## config.mk

```make
export PLATFORM = sky130hd
export DESIGN_NAME = jtag_dbg_apb_bridge_flat
export DESIGN_NICKNAME = d
export VERILOG_FILES = /design/src/rtl/jtag_dbg_pkg.sv /design/src/rtl/jtag_dbg_apb_bridge_if.sv /design/src/rtl/jtag_dbg_apb_bridge.sv /design/src/flat_wrapper.sv
export SDC_FILE = /design/constraint.sdc
export NUM_CORES = 1
export LEC_CHECK = 0
export CORE_MARGIN = 1
export CORE_UTILIZATION = 47
export CTS_BUF_LIST = sky130_fd_sc_hd__clkbuf_2 sky130_fd_sc_hd__clkbuf_4 sky130_fd_sc_hd__clkbuf_8
export CTS_CLUSTER_DIAMETER = 80
export CTS_CLUSTER_SIZE = 25
export DETAILED_ROUTE_END_ITERATION = 10
export GPL_TIMING_DRIVEN = 0
export HOLD_SLACK_MARGIN = 0.12
export MAX_ROUTING_LAYER = met4
export PLACE_DENSITY = 0.78
export SLEW_MARGIN = 40
export SYNTH_ARGS = -nofsm -noshare
export SYNTH_HDL_FRONTEND = slang
export SYNTH_SLANG_ARGS = --single-unit
```

## constraint.sdc

```tcl
create_clock -name clk_i -period 1.94 [get_ports clk_i]
set_input_delay 0.388 -clock clk_i [delete_from_list [all_inputs] [get_ports clk_i]]
set_output_delay 0.388 -clock clk_i [all_outputs]
set_load 0.01 [all_outputs]
```

## src/rtl/jtag_dbg_pkg.sv

```systemverilog
// rtl/jtag_dbg_pkg.sv - shared types and constants for the JTAG debug APB bridge
package jtag_dbg_pkg;

  localparam logic [4:0] IR_DEBUG_INSTR = 5'h12;

  typedef enum logic [3:0] {
    CMD_NOP       = 4'h0,
    CMD_SET_ADDR  = 4'h1,
    CMD_READ      = 4'h2,
    CMD_WRITE     = 4'h3,
    CMD_GET_RDATA = 4'h4,
    CMD_CLR_ERR   = 4'h5
  } cmd_e;

  typedef enum logic [1:0] {
    ST_IDLE       = 2'd0,
    ST_WAIT_WDATA = 2'd1,
    ST_SETUP      = 2'd2,
    ST_ACCESS     = 2'd3
  } bridge_state_e;

  localparam int STAT_BUSY     = 31;
  localparam int STAT_RD_VALID = 30;
  localparam int STAT_ERR_SLV  = 29;
  localparam int STAT_ERR_CMD  = 28;
  localparam int STAT_ERR_TMO  = 27;
  localparam int STAT_FSM_LSB  = 1;
  localparam int STAT_PEND_WR  = 0;

endpackage

```

## src/rtl/jtag_dbg_apb_bridge_if.sv

```systemverilog
// rtl/jtag_dbg_apb_bridge_if.sv - TAP-side and APB-side signals of the debug bridge
interface jtag_dbg_apb_bridge_if #(
  parameter int IR_WIDTH   = 5,
  parameter int ADDR_WIDTH = 30
);
  logic [IR_WIDTH-1:0]   ir_i;
  logic                  ir_valid_i;
  logic [31:0]           dr_i;
  logic                  dr_valid_i;
  logic                  dr_done_i;
  logic [31:0]           dr_in_o;
  logic                  psel_o;
  logic                  penable_o;
  logic                  pwrite_o;
  logic [ADDR_WIDTH-1:0] paddr_o;
  logic [31:0]           pwdata_o;
  logic [31:0]           prdata_i;
  logic                  pready_i;
  logic                  pslverr_i;

  // master: the bridge itself (TAP consumer, APB master)
  modport master (
    input  ir_i, ir_valid_i, dr_i, dr_valid_i, dr_done_i,
    output dr_in_o,
    output psel_o, penable_o, pwrite_o, paddr_o, pwdata_o,
    input  prdata_i, pready_i, pslverr_i
  );

  modport slave (
    output ir_i, ir_valid_i, dr_i, dr_valid_i, dr_done_i,
    input  dr_in_o,
    input  psel_o, penable_o, pwrite_o, paddr_o, pwdata_o,
    output prdata_i, pready_i, pslverr_i
  );
endinterface

```

## src/rtl/jtag_dbg_apb_bridge.sv

```systemverilog
// rtl/jtag_dbg_apb_bridge.sv - decodes DEBUG-IR DR scans into APB master transfers
module jtag_dbg_apb_bridge
  import jtag_dbg_pkg::*;
#(
  parameter int                  IR_WIDTH       = 5,
  parameter logic [IR_WIDTH-1:0] IR_DEBUG       = IR_WIDTH'(IR_DEBUG_INSTR),
  parameter int                  ADDR_WIDTH     = 30,
  parameter int                  TIMEOUT_CYCLES = 1024
) (
  input logic                   clk_i,
  input logic                   trst_sync,
  jtag_dbg_apb_bridge_if.master bus
);

  localparam int              CNT_W    = $clog2(TIMEOUT_CYCLES);
  localparam logic [CNT_W-1:0] CNT_LAST = CNT_W'(TIMEOUT_CYCLES - 1);

  bridge_state_e         state_q, state_d;
  logic [ADDR_WIDTH-1:0] addr_q, addr_d;
  logic [31:0]           rdata_q, rdata_d;
  logic [31:0]           pwdata_q, pwdata_d;
  logic [31:0]           cmd_word_q, cmd_word_d;
  logic [CNT_W-1:0]      cnt_q, cnt_d;
  logic psel_q, psel_d, penable_q, penable_d, pwrite_q, pwrite_d;
  logic inc_q, inc_d, rd_valid_q, rd_valid_d, sel_rdata_q, sel_rdata_d;
  logic err_slv_q, err_slv_d, err_cmd_q, err_cmd_d, err_tmo_q, err_tmo_d;
  logic ev_prev_q, ev_prev_d, ev_q, ev_d;
  logic    ev_raw;
  cmd_e    cmd;
  logic [31:0] status;

  assign ev_raw = bus.dr_done_i & bus.dr_valid_i;
  assign cmd    = cmd_e'(cmd_word_q[31:28]);

  always_comb begin
    state_d     = state_q;
    addr_d      = addr_q;
    rdata_d     = rdata_q;
    pwdata_d    = pwdata_q;
    cnt_d       = cnt_q;
    psel_d      = psel_q;
    penable_d   = penable_q;
    pwrite_d    = pwrite_q;
    inc_d       = inc_q;
    rd_valid_d  = rd_valid_q;
    sel_rdata_d = sel_rdata_q;
    err_slv_d   = err_slv_q;
    err_cmd_d   = err_cmd_q;
    err_tmo_d   = err_tmo_q;
    // Event is edge-detected and registered together with the scanned word
    ev_prev_d   = ev_raw;
    ev_d        = ev_raw & ~ev_prev_q;
    cmd_word_d  = ev_d ? bus.dr_i : cmd_word_q;

    // Any finished scan ends the one that may have returned rdata_q
    if (ev_q) sel_rdata_d = 1'b0;

    unique case (state_q)
      ST_IDLE: begin
        if (ev_q) begin
          case (cmd)
            CMD_NOP: ;
            CMD_SET_ADDR: addr_d = {cmd_word_q[ADDR_WIDTH-3:0], 2'b00};
            CMD_READ: begin
              state_d    = ST_SETUP;
              psel_d     = 1'b1;
              pwrite_d   = 1'b0;
              inc_d      = cmd_word_q[0];
              rd_valid_d = 1'b0;
            end
            CMD_WRITE: begin
              state_d = ST_WAIT_WDATA;
              inc_d   = cmd_word_q[0];
            end
            CMD_GET_RDATA: sel_rdata_d = 1'b1;
            CMD_CLR_ERR: begin
              err_slv_d  = 1'b0;
              err_cmd_d  = 1'b0;
              err_tmo_d  = 1'b0;
              rd_valid_d = 1'b0;
            end
            default: err_cmd_d = 1'b1;
          endcase
        end
      end
      ST_WAIT_WDATA: begin
        if (ev_q) begin
          state_d  = ST_SETUP;
          pwdata_d = cmd_word_q;
          pwrite_d = 1'b1;
          psel_d   = 1'b1;
        end else if (bus.ir_valid_i && bus.ir_i != IR_DEBUG) begin
          state_d = ST_IDLE;
        end
      end
      ST_SETUP: begin
        if (ev_q && cmd != CMD_NOP) err_cmd_d = 1'b1;
        state_d   = ST_ACCESS;
        penable_d = 1'b1;
        cnt_d     = '0;
      end
      ST_ACCESS: begin
        if (ev_q && cmd != CMD_NOP) err_cmd_d = 1'b1;
        if (bus.pready_i) begin
          if (!pwrite_q) begin
            rdata_d    = bus.prdata_i;
            rd_valid_d = 1'b1;
          end
          if (bus.pslverr_i) err_slv_d = 1'b1;
          if (inc_q) addr_d = addr_q + ADDR_WIDTH'(4);
          state_d   = ST_IDLE;
          psel_d    = 1'b0;
          penable_d = 1'b0;
        end else if (cnt_q == CNT_LAST) begin
          err_tmo_d = 1'b1;
          state_d   = ST_IDLE;
          psel_d    = 1'b0;
          penable_d = 1'b0;
        end else begin
          cnt_d = cnt_q + CNT_W'(1);
        end
      end
      default: state_d = ST_IDLE;
    endcase
  end

  always_ff @(posedge clk_i or negedge trst_sync) begin
    if (!trst_sync) begin
      state_q     <= ST_IDLE;
      addr_q      <= '0;
      rdata_q     <= '0;
      pwdata_q    <= '0;
      cmd_word_q  <= '0;
      cnt_q       <= '0;
      psel_q      <= 1'b0;
      penable_q   <= 1'b0;
      pwrite_q    <= 1'b0;
      inc_q       <= 1'b0;
      rd_valid_q  <= 1'b0;
      sel_rdata_q <= 1'b0;
      err_slv_q   <= 1'b0;
      err_cmd_q   <= 1'b0;
      err_tmo_q   <= 1'b0;
      ev_prev_q   <= 1'b0;
      ev_q        <= 1'b0;
    end else begin
      state_q     <= state_d;
      addr_q      <= addr_d;
      rdata_q     <= rdata_d;
      pwdata_q    <= pwdata_d;
      cmd_word_q  <= cmd_word_d;
      cnt_q       <= cnt_d;
      psel_q      <= psel_d;
      penable_q   <= penable_d;
      pwrite_q    <= pwrite_d;
      inc_q       <= inc_d;
      rd_valid_q  <= rd_valid_d;
      sel_rdata_q <= sel_rdata_d;
      err_slv_q   <= err_slv_d;
      err_cmd_q   <= err_cmd_d;
      err_tmo_q   <= err_tmo_d;
      ev_prev_q   <= ev_prev_d;
      ev_q        <= ev_d;
    end
  end

  always_comb begin
    status                          = '0;
    status[STAT_BUSY]               = (state_q != ST_IDLE);
    status[STAT_RD_VALID]           = rd_valid_q;
    status[STAT_ERR_SLV]            = err_slv_q;
    status[STAT_ERR_CMD]            = err_cmd_q;
    status[STAT_ERR_TMO]            = err_tmo_q;
    status[STAT_FSM_LSB +: 2]       = state_q;
    status[STAT_PEND_WR]            = (state_q == ST_WAIT_WDATA);
  end

  assign bus.dr_in_o   = sel_rdata_q ? rdata_q : status;
  assign bus.psel_o    = psel_q;
  assign bus.penable_o = penable_q;
  assign bus.pwrite_o  = pwrite_q;
  assign bus.paddr_o   = addr_q;
  assign bus.pwdata_o  = pwdata_q;

endmodule

```

## src/flat_wrapper.sv

```systemverilog
// flat-port wrapper written by rule: the top's interface ports become plain ports
module jtag_dbg_apb_bridge_flat import jtag_dbg_pkg::*;
#(
  parameter int                  IR_WIDTH       = 5,
  parameter logic [IR_WIDTH-1:0] IR_DEBUG       = IR_WIDTH'(IR_DEBUG_INSTR),
  parameter int                  ADDR_WIDTH     = 30,
  parameter int                  TIMEOUT_CYCLES = 1024
)
  (clk_i, trst_sync, bus_ir_i, bus_ir_valid_i, bus_dr_i, bus_dr_valid_i, bus_dr_done_i, bus_dr_in_o, bus_psel_o, bus_penable_o, bus_pwrite_o, bus_paddr_o, bus_pwdata_o, bus_prdata_i, bus_pready_i, bus_pslverr_i);
  jtag_dbg_apb_bridge_if #(.IR_WIDTH(IR_WIDTH), .ADDR_WIDTH(ADDR_WIDTH)) bus_i ();
  input logic clk_i;
  input logic trst_sync;
  input wire logic [$bits(bus_i.ir_i)-1:0] bus_ir_i;
  input wire logic [$bits(bus_i.ir_valid_i)-1:0] bus_ir_valid_i;
  input wire logic [$bits(bus_i.dr_i)-1:0] bus_dr_i;
  input wire logic [$bits(bus_i.dr_valid_i)-1:0] bus_dr_valid_i;
  input wire logic [$bits(bus_i.dr_done_i)-1:0] bus_dr_done_i;
  output wire logic [$bits(bus_i.dr_in_o)-1:0] bus_dr_in_o;
  output wire logic [$bits(bus_i.psel_o)-1:0] bus_psel_o;
  output wire logic [$bits(bus_i.penable_o)-1:0] bus_penable_o;
  output wire logic [$bits(bus_i.pwrite_o)-1:0] bus_pwrite_o;
  output wire logic [$bits(bus_i.paddr_o)-1:0] bus_paddr_o;
  output wire logic [$bits(bus_i.pwdata_o)-1:0] bus_pwdata_o;
  input wire logic [$bits(bus_i.prdata_i)-1:0] bus_prdata_i;
  input wire logic [$bits(bus_i.pready_i)-1:0] bus_pready_i;
  input wire logic [$bits(bus_i.pslverr_i)-1:0] bus_pslverr_i;
  assign bus_i.ir_i = bus_ir_i;
  assign bus_i.ir_valid_i = bus_ir_valid_i;
  assign bus_i.dr_i = bus_dr_i;
  assign bus_i.dr_valid_i = bus_dr_valid_i;
  assign bus_i.dr_done_i = bus_dr_done_i;
  assign bus_dr_in_o = bus_i.dr_in_o;
  assign bus_psel_o = bus_i.psel_o;
  assign bus_penable_o = bus_i.penable_o;
  assign bus_pwrite_o = bus_i.pwrite_o;
  assign bus_paddr_o = bus_i.paddr_o;
  assign bus_pwdata_o = bus_i.pwdata_o;
  assign bus_i.prdata_i = bus_prdata_i;
  assign bus_i.pready_i = bus_pready_i;
  assign bus_i.pslverr_i = bus_pslverr_i;
  jtag_dbg_apb_bridge #(.IR_WIDTH(IR_WIDTH), .IR_DEBUG(IR_DEBUG), .ADDR_WIDTH(ADDR_WIDTH), .TIMEOUT_CYCLES(TIMEOUT_CYCLES)) u_core (.clk_i(clk_i), .trst_sync(trst_sync), .bus(bus_i));
endmodule
```

==> impl_metrics.xml, run 1 <==
<?xml version="1.0" encoding="UTF-8"?>
<metrics>
  <group name="routing">
    <metric name="detailedRoute.firstPassIterationCount" unit="">4</metric>
    <metric name="routed.top_layer" unit="">met4</metric>
    <metric name="avg_vias_per_cell" unit="">5.85</metric>
    <metric name="postRouteAntennaNets" unit="">0</metric>
    <metric name="wl_per_instance" unit="microns">19.1</metric>
    <metric name="wl_met1" unit="microns">8280</metric>
    <metric name="met3_length" unit="microns">1200</metric>
    <metric name="route.final.wire_length" unit="microns">20400</metric>
    <metric name="drcViolationCount" unit="">0</metric>
    <metric name="route.met2.wl" unit="microns">10400</metric>
    <metric name="drt_first_iter_violations" unit="">427</metric>
    <metric name="detailroute.via_count" unit="">6232</metric>
  </group>
  <group name="timing">
    <metric name="max_clock_freq" unit="MHz">455</metric>
    <metric name="finalCritPeriodShare" unit="%">113</metric>
    <metric name="relSlewSlack" unit="%">64.9</metric>
    <metric name="post_route_setup_slack" unit="ns">-0.256</metric>
    <metric name="layout_min_cycle_time" unit="ns">2.20</metric>
    <metric name="finClkSkew" unit="ns">0.0134</metric>
    <metric name="timing_hold_violations_final" unit="">0</metric>
    <metric name="rsz0062_at_grt" unit="">true</metric>
    <metric name="finish_stage_setup_viols" unit="">29</metric>
    <metric name="finalMaxSlewViolations" unit="">0</metric>
    <metric name="max_slew.worst_pin.slew" unit="ns">0.525</metric>
  </group>
  <group name="floorplanning">
    <metric name="fp.dieH" unit="microns">126</metric>
    <metric name="die_area" unit="sq mm">0.0159</metric>
    <metric name="dieWidth" unit="microns">126</metric>
    <metric name="start_util" unit="%">49.0</metric>
    <metric name="core-area" unit="sq mm">0.0148</metric>
    <metric name="core.rowCount" unit="">44</metric>
    <metric name="ios" unit="">173</metric>
  </group>
  <group name="hold_path">
    <metric name="hp-class" unit="">in2async</metric>
  </group>
  <group name="run">
    <metric name="maxCapViolCount" unit="">0</metric>
  </group>
  <group name="final_layout">
    <metric name="fin_util" unit="%">71.1</metric>
    <metric name="antenna_cells" unit="">0</metric>
    <metric name="final_net_count" unit="">951</metric>
    <metric name="area_growth_syn_to_layout" unit="%">45.3</metric>
    <metric name="commonest_non_fill_non_tap_cell_in_the_layout" unit="">clkdlybuf4s50_1</metric>
    <metric name="layout.cells.most_common_list" unit="">clkdlybuf4s50_1, dfrtp_1, mux2_2</metric>
    <metric name="fraction_of_final_layout_cells_with_drive_strength_greater_than_1" unit="%">35.8</metric>
    <metric name="fill_cells" unit="">1041</metric>
  </group>
  <group name="setup_path">
    <metric name="cp_max_stage_cell" unit="">or4b_4</metric>
    <metric name="setup_crit_end_kind" unit="">register</metric>
    <metric name="timing.critical_path.from_type" unit="">register</metric>
    <metric name="worst-endpoint-required" unit="ns">2.33</metric>
    <metric name="r2r_cells" unit="">5</metric>
    <metric name="critPathMaxFanout" unit="">4</metric>
    <metric name="worstPathCellList" unit="">or4b_4, a2111o_1, buf_6, or4_1, nand3_1</metric>
    <metric name="critical_path_class" unit="">reg2reg</metric>
    <metric name="data_arrival_at_the_endpoint_of_the_critical_path" unit="ns">2.59</metric>
    <metric name="timing.critical_path.slowest_cell_delay" unit="ns">0.60</metric>
  </group>
  <group name="global_route">
    <metric name="aggregate_global_routing_overflow" unit="">0</metric>
    <metric name="antenna_violations_before_repair" unit="">0</metric>
    <metric name="grt_first_pass_wirelength" unit="microns">31600</metric>
    <metric name="globalRouteTotalUtil" unit="%">26.1</metric>
    <metric name="grt_max_degree" unit="">60</metric>
    <metric name="first_global_vias" unit="">6225</metric>
  </group>
  <group name="clocking">
    <metric name="cts.root.buffer_cell" unit="">clkbuf_8</metric>
    <metric name="clock_tree_from_tritoncts" unit="">yes</metric>
    <metric name="number_of_buffers_created_by_cts" unit="">17</metric>
    <metric name="clkSlewWorstSetupHoldPaths" unit="ns">0.08</metric>
    <metric name="cts.sink_count" unit="">147</metric>
    <metric name="clk_latency" unit="ns">0.46</metric>
    <metric name="clock_tree.buffer_depth" unit="">2</metric>
    <metric name="cts-htree-levels" unit="">4</metric>
  </group>
  <group name="yosys">
    <metric name="async_reset_ff_share" unit="%">100</metric>
    <metric name="synth-seq-area-share" unit="%">50.9</metric>
    <metric name="gate_count_post_synth" unit="">646</metric>
    <metric name="synth-edff-count" unit="">0</metric>
    <metric name="synthDistinctLibCells" unit="">61</metric>
    <metric name="ys_ff_latch" unit="">147</metric>
    <metric name="postSynthAreaPerCell" unit="sq um">11.2</metric>
    <metric name="area_of_the_mapped_netlist" unit="sq mm">0.00722</metric>
    <metric name="synth-warning-count" unit="">0</metric>
    <metric name="synth_top_flop_cell" unit="">dfrtp_1</metric>
  </group>
  <group name="power_and_ir_drop">
    <metric name="power_leakage" unit="uW">0.00440</metric>
    <metric name="power.ir.vdd_worst" unit="V">0.000970</metric>
    <metric name="design_power_total" unit="uW">15800</metric>
    <metric name="powerDensity" unit="mW/mm^2">1510</metric>
  </group>
  <group name="place">
    <metric name="place_hpwl" unit="microns">13600</metric>
    <metric name="place_ws" unit="ns">-0.577</metric>
    <metric name="port-buffer-count" unit="">170</metric>
    <metric name="place.gp.congestion" unit="">0.912</metric>
  </group>
  <group name="outcome">
    <metric name="outcome" unit="">finished, violations left</metric>
    <metric name="violations" unit="">negative setup slack</metric>
  </group>
</metrics>
[power by group]
part / internal [uW] / switching (uW) / leakage [uW]
sequential: 4320 / 1110 / 0.00178
combinational: 4360 / 3720 / 0.00245
clock: 1060 / 1260 / 0.000178
[cell families after synthesis]
group	share of synthesized area, %
AOI/OAI and AO/OA	10.4
xor gates and xnor gates	0.364
adders and majority gates	1.21
buffers and inverters	3.41
DFF	50.9
muxes	16.5
other	0.0519
and+or+nand+nor	17.2
[flip-flops by register name (all words and copies together), names as in the netlist]
register / count
u_core.bus.pwdata_o: 32
u_core.bus.penable_o: 1
u_core.err_tmo_q: 1
u_core.rd_valid_q: 1
u_core.err_cmd_q: 1
u_core.sel_rdata_q: 1
u_core.rdata_q: 32
u_core.bus.pwrite_o: 1
u_core.bus.psel_o: 1
u_core.state_q: 2
u_core.err_slv_q: 1
u_core.bus.paddr_o: 28
u_core.ev_q: 1
u_core.inc_q: 1
u_core.cnt_q: 10
u_core.cmd_word_q: 32
u_core.ev_prev_q: 1
[per-stage QoR]
step	setup TNS [ns]	instances	hold slack, ns	area [sq um]
after floorplan	-1.58	647	0.0924	7320
after global placement	-836.73	1001	0.478	9260
after detailed placement	-56.67	1003	0.291	9320
after CTS	-5.11	1054	0.404	9890
after global routing	-5.48	1065	0.431	10500
final	-3.71	1065	0.403	10500
[cell type report]
type / count / area, sq um / area share [%]
inverters: 13 / 48.8 / 0.465
multi-input cells: 442 / 3710 / 35.4
well taps: 184 / 230 / 2.19
plain buffers: 39 / 310 / 2.96
clock buffers: 18 / 248 / 2.36
flip-flops and latches: 147 / 3700 / 35.2
repair buffers: 208 / 2120 / 20.2
clock inverters: 14 / 130 / 1.24
[Yosys cell counts (2+ instances only)]
master | instances | area (sq um)
a31oi_1 | 3 | 18.8
buf_2 | 2 | 10.0
inv_1 | 13 | 48.8
buf_1 | 6 | 22.5
nand4b_1 | 7 | 61.3
nor4_1 | 17 | 106
a21oi_1 | 20 | 100
and4_1 | 7 | 61.3
o21a_1 | 2 | 15.0
mux2i_1 | 2 | 20.0
or3b_2 | 2 | 17.5
o21ai_0 | 28 | 140
nand3b_1 | 2 | 15.0
a2111o_1 | 2 | 22.5
a311oi_1 | 3 | 26.3
and3_1 | 2 | 12.5
o211ai_1 | 2 | 15.0
buf_6 | 2 | 22.5
a21boi_0 | 4 | 30.0
a2bb2oi_1 | 7 | 61.3
nor3_1 | 13 | 65.1
o22ai_1 | 10 | 62.6
nor2_1 | 15 | 56.3
o2111ai_1 | 2 | 17.5
nand3_1 | 16 | 80.1
or4_1 | 5 | 37.5
buf_4 | 3 | 22.5
or3_1 | 8 | 50.1
mux2_2 | 104 | 1170
and2_1 | 33 | 206
nor3b_1 | 9 | 67.6
a22oi_1 | 6 | 45.0
o22a_1 | 2 | 17.5
a2111oi_4 | 2 | 55.1
xor2_1 | 2 | 17.5
nand2_1 | 48 | 180
nor2b_1 | 4 | 25.0
nand2b_1 | 4 | 25.0
a32oi_1 | 2 | 17.5
clkbuf_1 | 32 | 120
dfrtp_1 | 147 | 3680
nand4_1 | 19 | 119
ha_1 | 7 | 87.6
a211oi_1 | 3 | 22.5
[path summary, 6_finish.rpt]
check                                           start  slack [ns]                 endpoint
max in group asynchronous                   trst_sync        0.63   u_core.bus.paddr_o[14]
worst min-delay path                        trst_sync        0.40  u_core.bus.pwdata_o[28]
min in group clk_i                 u_core.rdata_q[16]        0.51       u_core.rdata_q[16]
worst max register to register  u_core.cmd_word_q[31]       -0.26   u_core.bus.paddr_o[13]
worst min register to register     u_core.rdata_q[16]        0.51       u_core.rdata_q[16]
worst max-delay path            u_core.cmd_word_q[31]       -0.26   u_core.bus.paddr_o[13]
[routing by layer]
metal / vias to the layer above / GRT usage, %
li1: 2827 / -
met1: 3113 / 31.6
met2: 252 / 43.2
met3: 40 / 6.20
met4: 0 / 8.43
met5: - / -
[critical path, delay by kind of cell (launching register included)]
kind                   cells  cell delay (ns)
buffers and inverters      1             0.16
flip-flops                 1             0.40
AND/OR/NAND/NOR            3             1.10
AO/OA/AOI/OAI              1             0.48
[repair_timing]
item                                    4_1_cts  5_1_grt
gates resized for setup                     171      122
pin swaps                                     8       16
hold buffers                                  1        0
endpoints found under the setup margin      171       73
cloned                                        1        5
buffers inserted                             19       11
endpoints found under the hold margin        40        0
No activity file was read; power rests on OpenSTA's default activity.
==> inputs of run 2 (changes only) <==
- SKIP_CTS_REPAIR_TIMING: not set -> 1
==> impl_metrics.xml, run 2 (synthesis gave the netlist of run 1 again) <==
<?xml version="1.0" encoding="UTF-8"?>
<metrics>
  <group name="final_layout">
    <metric name="final_net_count" unit="">956</metric>
    <metric name="layout.cells.most_common_list" unit="">clkdlybuf4s50_1, dfrtp_1, mux2_2</metric>
    <metric name="design_area" unit="sq mm">0.0103</metric>
    <metric name="final_cell_count_no_fill" unit="">1070</metric>
    <metric name="commonest_non_fill_non_tap_cell_in_the_layout" unit="">clkdlybuf4s50_1</metric>
    <metric name="area_growth_syn_to_layout" unit="%">43.0</metric>
    <metric name="fin_util" unit="%">70.0</metric>
    <metric name="fraction_of_final_layout_cells_with_drive_strength_greater_than_1" unit="%">32.6</metric>
    <metric name="antenna_cells" unit="">0</metric>
  </group>
  <group name="global_route">
    <metric name="globalRouteTotalUtil" unit="%">25.5</metric>
    <metric name="antenna_violations_before_repair" unit="">0</metric>
    <metric name="grt_max_degree" unit="">60</metric>
    <metric name="grt_first_pass_wirelength" unit="microns">30900</metric>
    <metric name="first_global_vias" unit="">6080</metric>
    <metric name="aggregate_global_routing_overflow" unit="">0</metric>
  </group>
  <group name="setup_path">
    <metric name="worst-endpoint-required" unit="ns">2.28</metric>
    <metric name="r2r_end" unit="">u_core.bus.paddr_o[27]</metric>
    <metric name="critPathMaxFanout" unit="">7</metric>
    <metric name="timing.critical_path.from_type" unit="">register</metric>
    <metric name="data_arrival_at_the_endpoint_of_the_critical_path" unit="ns">2.63</metric>
    <metric name="critical_path_class" unit="">reg2reg</metric>
    <metric name="regToRegSetupSlack" unit="ns">-0.35</metric>
    <metric name="crit-reg2reg-launch" unit="">u_core.state_q[0]</metric>
    <metric name="setup.worst_path.start" unit="">u_core.state_q[0]</metric>
    <metric name="setup_crit_end_kind" unit="">register</metric>
    <metric name="r2r_cells" unit="">10</metric>
  </group>
  <group name="routing">
    <metric name="detailroute.via_count" unit="">6183</metric>
    <metric name="wl_per_instance" unit="microns">18.8</metric>
    <metric name="drt_first_iter_violations" unit="">423</metric>
    <metric name="drcViolationCount" unit="">0</metric>
    <metric name="detailedRoute.firstPassIterationCount" unit="">5</metric>
    <metric name="avg_vias_per_cell" unit="">5.78</metric>
    <metric name="route.final.wire_length" unit="microns">20100</metric>
    <metric name="postRouteAntennaNets" unit="">0</metric>
  </group>
  <group name="floorplanning">
    <metric name="ios" unit="">173</metric>
    <metric name="die_area" unit="sq mm">0.0159</metric>
    <metric name="fp.dieH" unit="microns">126</metric>
    <metric name="dieWidth" unit="microns">126</metric>
    <metric name="core.rowCount" unit="">44</metric>
    <metric name="core-area" unit="sq mm">0.0148</metric>
    <metric name="start_util" unit="%">49.0</metric>
  </group>
  <group name="timing">
    <metric name="relSlewSlack" unit="%">59.0</metric>
    <metric name="finish_stage_setup_viols" unit="">60</metric>
    <metric name="max_clock_freq" unit="MHz">436</metric>
    <metric name="rsz0062_at_grt" unit="">true</metric>
    <metric name="finalMaxSlewViolations" unit="">0</metric>
    <metric name="post_route_setup_slack" unit="ns">-0.352</metric>
    <metric name="timing_hold_violations_final" unit="">0</metric>
    <metric name="finClkSkew" unit="ns">0.0152</metric>
    <metric name="layout_min_cycle_time" unit="ns">2.29</metric>
    <metric name="hold_ws" unit="ns">0.407</metric>
    <metric name="max_slew.worst_pin.slew" unit="ns">0.613</metric>
    <metric name="finalCritPeriodShare" unit="%">118</metric>
  </group>
  <group name="place">
    <metric name="place.gp.congestion" unit="">0.912</metric>
    <metric name="place_ws" unit="ns">-0.577</metric>
    <metric name="placed_cells" unit="">1003</metric>
    <metric name="dpl_cell_area" unit="sq mm">0.00932</metric>
    <metric name="place_hpwl" unit="microns">13600</metric>
    <metric name="port-buffer-count" unit="">170</metric>
  </group>
  <group name="clocking">
    <metric name="cts.sink_count" unit="">147</metric>
    <metric name="clock_tree.buffer_depth" unit="">2</metric>
    <metric name="clock_tree_from_tritoncts" unit="">yes</metric>
    <metric name="cts.root.buffer_cell" unit="">clkbuf_8</metric>
    <metric name="clk_latency" unit="ns">0.46</metric>
    <metric name="cts-htree-levels" unit="">4</metric>
    <metric name="clkSlewWorstSetupHoldPaths" unit="ns">0.08</metric>
    <metric name="number_of_buffers_created_by_cts" unit="">17</metric>
  </group>
  <group name="hold_path">
    <metric name="hp-class" unit="">in2async</metric>
  </group>
  <group name="outcome">
    <metric name="violations" unit="">negative setup slack</metric>
    <metric name="outcome" unit="">finished, violations left</metric>
  </group>
  <group name="power_and_ir_drop">
    <metric name="power.ir.vdd_worst" unit="V">0.000932</metric>
    <metric name="power_leakage" unit="uW">0.00452</metric>
    <metric name="powerDensity" unit="mW/mm^2">1510</metric>
  </group>
  <group name="run">
    <metric name="maxCapViolCount" unit="">0</metric>
  </group>
</metrics>
[run 2: cell count changes in the layout (fill, tap and decap cells not counted), moves of 4 or more]
cell            previous run  this run
and2_1                    15        33
and2_4                    18         0
clkbuf_2                  12        28
dlymetal6s2s_1             2        16
buf_6                     24        14
buf_2                      9         3
buf_8                      7         2
buf_4                     29        33
nand3_1                   14        10
nand3_2                    2         6
[run 2: worst max-delay path, stage by stage, from the launching register on]
cell and delay, ns:
dfrtp_2 0.42, inv_2 0.08, ha_4 0.16, buf_6 0.12, nor2b_1 0.12, buf_4 0.18, a2111o_1 0.45, buf_6 0.18
buf_6 0.12, nor4_2 0.25, nor3b_1 0.08
[run 2: how the worst max path moves through the flow]
stage,end,slack [ns],cells past startpoint
after detailed placement,u_core.bus.paddr_o[19],-0.58,7
after global routing,u_core.bus.paddr_o[27],-0.41,10
after CTS,bus_dr_in_o[31],-0.91,6
after floorplan,u_core.bus.paddr_o[10],-0.1,6
after global placement,u_core.cmd_word_q[8],-5.35,1
final,u_core.bus.paddr_o[27],-0.35,10
[run 2: power breakdown]
group | switching, uW | internal [uW] | total [uW] | leakage [uW]
sequential | 1080 | 4320 | 5390 | 0.00178
combinational | 3640 | 4220 | 7860 | 0.00257
clock | 1240 | 1060 | 2300 | 0.000178
[run 2: layout make-up]
| type | count | area [sq um] |
|---|---|---|
| Buffer | 42 | 287 |
| Fill cell | 1069 | 4430 |
| Clock buffer | 18 | 248 |
| Timing Repair Buffer | 210 | 2070 |
| Inverter | 13 | 48.8 |
| Clock inverter | 14 | 130 |
| Tap cell | 184 | 230 |
| Sequential cell | 147 | 3700 |
| Multi-Input combinational cell | 442 | 3620 |
[run 2: through the flow]
step	TNS, ns	power, uW
detailed placement	-56.67	12000
floorplan	-1.58	9040
finish	-9.51	15600
CTS	-52.44	14300
global placement	-836.73	11700
global route	-14.32	16500
[run 2: layer usage]
layer | GRT usage (%) | share of wire (%) | wire length [microns] | vias up
met4 | 7.87 | 1.6 | 325 | 0
met5 | - | 0 | 0 | -
li1 | - | - | - | 2827
met3 | 5.99 | 6.2 | 1250 | 35
met1 | 31.0 | 41 | 8150 | 3068
met2 | 42.1 | 52 | 10400 | 253
==> RTL change 1, RTL diff (config.mk and constraints of run 2) <==
Take the reset off `addr_q`, `rdata_q`, `pwdata_q` and `cmd_word_q` and load them in a clocked block of their own.
--- a/src/rtl/jtag_dbg_apb_bridge.sv
+++ b/src/rtl/jtag_dbg_apb_bridge.sv
@@ -128,8 +128,4 @@
     if (!trst_sync) begin
       state_q     <= ST_IDLE;
-      addr_q      <= '0;
-      rdata_q     <= '0;
-      pwdata_q    <= '0;
-      cmd_word_q  <= '0;
       cnt_q       <= '0;
       psel_q      <= 1'b0;
@@ -146,8 +142,4 @@
     end else begin
       state_q     <= state_d;
-      addr_q      <= addr_d;
-      rdata_q     <= rdata_d;
-      pwdata_q    <= pwdata_d;
-      cmd_word_q  <= cmd_word_d;
       cnt_q       <= cnt_d;
       psel_q      <= psel_d;
@@ -163,4 +155,11 @@
       ev_q        <= ev_d;
     end
+  end
+
+  always_ff @(posedge clk_i) begin
+    addr_q     <= addr_d;
+    rdata_q    <= rdata_d;
+    pwdata_q   <= pwdata_d;
+    cmd_word_q <= cmd_word_d;
   end
 
Behaviour: differs if trst_sync is asserted again (counterexample within 4 cycles, from zero or initial values and one cycle with trst_sync low); with trst_sync held inactive, the same outputs for 4 cycles.
==> RTL change 1 against run 2 <==
The run still ends with setup timing left. Cell area shrank 8.5%. Wire length shrank 13%. Hold slack gained 0.040 ns. Setup slack gained 0.13 ns. Largest cell class unchanged. Via count shrank 19%. Clock skew shrank 0.0046 ns. Core utilization grew 4.0 points. Synthesized area shrank 14%. Sequential cell count is the same. Die area shrank 14%.
Power is not compared: it rests on default switching activity, and its combinational part moved more than twofold at a synthesized area within 25%.
==> RTL change 1: results (changes against run 2) <==
failed_checks: "setup timing"
muxShareOfSynthArea: 0.01935  # -0.1455
finClkSkew_ns: 0.01069  # -0.004557 ns
grt_pass1_wl_um: 23330  # -24%
setup_tns_ns: -2.176  # +7.337 ns
powerSeq_mw: 4.53
slew_headroom: 0.6017  # +0.01214
grt_max_degree: 35  # -42%
fin_nets: 790  # -17%
gp_congestion: 0.8502  # -6.7%
synth_top_flop_cell: "edfxtp_1"
r2r-end: "u_core.bus.paddr_o[19]"
async_flop_share: 0.1565  # -0.8435
setup_slack_ns: -0.2196  # +0.1324 ns
place_ws_ns: -0.4418  # +0.1351 ns
finalNonFillerCells: 891  # -17%
drive_above_1_share: 0.2267  # -0.09948
grt_overflow: 0  # unchanged
dpl_cell_area_um2: 8309  # -11%
globalRouteTotalUtil: 0.2396  # -0.01549
status: "finished, violations left"
synth_compound_area_frac: 0.08162  # -0.02195
place_inst: 801  # -20%
synth_xor_area_frac: 0.02680  # +0.02317
synth_top_family_by_area: "simple AND/OR/NAND/NOR gates"
ys_seq_area_frac: 0.6925  # +0.1833
path_clk_slew_ns: 0.08  # about the same
dr.first_iter.drc_count: 599  # +42%
grt_pass1_vias: 4576  # -25%
hold-worst-slack_ns: 0.4470  # +0.03955 ns
clock_latency_ns: 0.46  # about the same
reg2reg_from: "u_core.bus.paddr_o[2]"
first_pass_iters: 6  # +1
crit_fanout: 5  # -2
syn_area_per_cell_um2: 13.71  # +23%
hpwl_um: 10960  # -20%
synth_common_cells: "edfxtp_1, nor2_1, and2_1, nand2_1, dfrtp_1"
synth_edf_count: 124  # +124
internal_power_mw: 7.004
vias: 4988  # -19%
synth.area.top_cells: "edfxtp_1, dfrtp_1, and2_1, nor2_1, xnor2_1"
yosysUniqueCellTypes: 56  # -8.2%
reg2regPathDepth: 5  # -5
wl_per_cell_um: 19.55  # +4.0%
synth_adder_area_share: 0.01411  # +0.001984
arrival_ns: 2.45  # -0.18 ns
setup_violations: 18  # -70%
==> RTL change 1: cell count changes after synthesis, sizes merged, moves of 14 or more <==
cell,delta
clkbuf,-18
dfrtp,-124
edfxtp,+124
mux2,-96
nand2,-23
nor2,+21
o21ai,-16
xnor2,+14
==> RTL change 1: how the worst max path moves through the flow <==
stage	start	to	slack, ns	cells past startpoint
2_1_floorplan	u_core.bus.paddr_o[2]	u_core.bus.paddr_o[28]	-0.09	6
3_3_place_gp	bus_dr_done_i	u_core.cmd_word_q[22]	-0.90	3
3_5_place_dp	bus_pready_i	u_core.rdata_q[23]	-0.44	4
4_1_cts	register	bus_dr_in_o[1]	-0.75	5
5_1_grt	u_core.bus.paddr_o[2]	u_core.bus.paddr_o[19]	-0.36	5
6_report	u_core.bus.paddr_o[2]	u_core.bus.paddr_o[19]	-0.22	5
==> RTL change 1: per-layer routing <==
metal | track usage | wire, um
met5 | - | 0
met4 | 0.1089 | 688
met3 | 0.04789 | 1168
met2 | 0.3921 | 8985
met1 | 0.2881 | 6576
==> RTL change 1: cell type report <==
type / instances / area, um^2
sequential: 147 / 4303
fill: 796 / 3327
timing repair buffer: 237 / 2362
multi-input combinational: 272 / 1989
clock buffer: 24 / 286.5
tap: 172 / 215.2
buffer: 18 / 148.9
clock inverter: 7 / 83.83
inverter: 14 / 57.56
==> RTL change 1: worst max-delay path, cell delays in order, from the launching register on <==
cell,delay (ns)
edfxtp_1,0.46
nand4_1,0.26
or3_4,0.47
clkbuf_16,0.17
or4_4,0.42
a31oi_1,0.22
==> RTL change 1: cell families after synthesis <==
logic type,Yosys count
other cells,1
buf+inv,35
compound gates,77
mux,11
simple gates,156
fa+ha+maj,7
flops,147
xor+xnor,19
==> RTL change 2, RTL diff (settings of run 2) <==
Made on the original files. `TIMEOUT_CYCLES` is set to 1024 in 2 places; all go to 512.
--- a/src/rtl/jtag_dbg_apb_bridge.sv
+++ b/src/rtl/jtag_dbg_apb_bridge.sv
@@ -6,5 +6,5 @@
   parameter logic [IR_WIDTH-1:0] IR_DEBUG       = IR_WIDTH'(IR_DEBUG_INSTR),
   parameter int                  ADDR_WIDTH     = 30,
-  parameter int                  TIMEOUT_CYCLES = 1024
+  parameter int                  TIMEOUT_CYCLES = 512
 ) (
   input logic                   clk_i,
--- a/src/flat_wrapper.sv
+++ b/src/flat_wrapper.sv
@@ -5,5 +5,5 @@
   parameter logic [IR_WIDTH-1:0] IR_DEBUG       = IR_WIDTH'(IR_DEBUG_INSTR),
   parameter int                  ADDR_WIDTH     = 30,
-  parameter int                  TIMEOUT_CYCLES = 1024
+  parameter int                  TIMEOUT_CYCLES = 512
 )
   (clk_i, trst_sync, bus_ir_i, bus_ir_valid_i, bus_dr_i, bus_dr_valid_i, bus_dr_done_i, bus_dr_in_o, bus_psel_o, bus_penable_o, bus_pwrite_o, bus_paddr_o, bus_pwdata_o, bus_prdata_i, bus_pready_i, bus_pslverr_i);
Behaviour: same outputs for any inputs over 4 cycles, from zero or initial values and one cycle with trst_sync low; that may be too few to reach the edited logic, so the function may still have changed.
==> RTL change 2 against run 2 <==
The flow still finishes with violations (setup timing). Synthesized area is 4.1% lower. Setup slack better by 0.20 ns. Cell area is 2.8% lower. Core utilization is 0.70 points lower. Sequential share of layout area is 0.84 points higher. Power is 2.8% lower. Sequential cell count is 1 lower. Wire length is 4.9% lower. Critical endpoint is now u_core.bus.paddr_o[15]. Largest cell class unchanged.
==> RTL change 2: results (changes against run 2) <==
grtUsageMet2: 0.3959  # -0.02524
synthCells: 671  # +3.9%
synth_compound_area_frac: 0.08722  # -0.01635
dr_wl_met2_um: 9279  # -11%
max_slew.worst_pin.slew_ns: 0.6453  # +0.03191 ns
ys_seq_area_frac: 0.5273  # +0.01809
hpwl_um: 12780  # -6.3%
clk_share: 0.03878  # +0.002194
dr.first_iter.drc_count: 574  # +36%
met1_length_um: 8133  # -0.20%
routed_wl_um: 19130  # -4.9%
clkbuf_count: 24  # +6
synth_common_cells: "dfrtp_1, nand2_1, mux2_2, nor2_1, and2_1"
arrival_ns: 2.49  # -0.14 ns
multi_input_area_share: 0.3352  # -0.01517
status: "finished, violations left"
path_delay_family: "compound AO/OA/AOI/OAI gates"
setup_tns_ns: -1.725  # +7.787 ns
buffers_excl_clock: 239  # -5.2%
ys_seq_elements: 146  # -0.68%
comb.multi_input.count: 476  # +7.7%
buf_share: 0.2318  # +0.003693
top_layer: "met4"
wl_met3_um: 1287  # +3.4%
failed_checks: "setup timing"
place_inst: 1028  # +2.5%
muxShareOfSynthArea: 0.1331  # -0.03180
cp_slowest_cell: "dfrtp_2"
setup_violations: 27  # -55%
synth.area.top_cells: "dfrtp_1, mux2_2, nand2_1, and2_1, o21ai_0"
place_ws_ns: -0.5080  # +0.06886 ns
crit_fanout: 5  # -2
fin_nets: 975  # +2.0%
synth_adder_area_share: 0.01445  # +0.002322
synth_xor_area_frac: 0.005056  # +0.001419
globalRouteTotalUtil: 0.2532  # -0.001911
grt_pass1_vias: 5521  # -9.2%
grt_max_degree: 61  # +1.7%
inv_count: 11  # -2
critPathMaxStageDelay_ns: 0.40  # -0.05 ns
n_fill_cell: 1059  # -0.94%
seq_share: 0.3663  # +0.008367
drive_above_1_share: 0.2797  # -0.04650
vdd_drop_max_mv: 0.9295  # -0.32%
finClkSkew_ns: 0.007776  # -0.007469 ns
areaGrowthSynthToFinish_pct: 44.80
dpl_cell_area_um2: 8926  # -4.2%
antenna_cells: 0  # unchanged
routed_via_density: 5.476  # -5.2%
use_met1: 0.3175  # +0.007173
setup_slack_ns: -0.1545  # +0.1975 ns
gp_congestion: 0.9085  # -0.35%
yosysUniqueCellTypes: 60  # -1.6%
use_met3: 0.05766  # -0.002241
wl_per_cell_um: 17.63  # -6.2%
-- RTL change 2: cell types whose count changed after synthesis, moves of 9 or more --
| cell | change |
|---|---|
| nand3_1 | +9 |
| nor4_1 | -14 |
| nor2_1 | +17 |
| mux2_2 | -33 |
| nand2_1 | +83 |
-- RTL change 2: power breakdown --
group          internal [mW]  switching [mW]  leakage (nW)
sequential              4.26            1.06          1.80
combinational           4.08            3.31          2.66
clock                   1.30            1.11         0.201
total                   9.63            5.48          4.66
-- RTL change 2: worst paths after layout --
path	end	depth (start not counted)	slack [ns]
max	u_core.bus.paddr_o[15]	9	-0.15
min	u_core.err_tmo_q	2	0.40
max reg2reg	u_core.bus.paddr_o[15]	9	-0.15
min reg2reg	u_core.rdata_q[14]	1	0.50
max in group asynchronous	u_core.bus.paddr_o[7]	3	0.91
min in group clk_i	u_core.cmd_word_q[10]	3	0.45
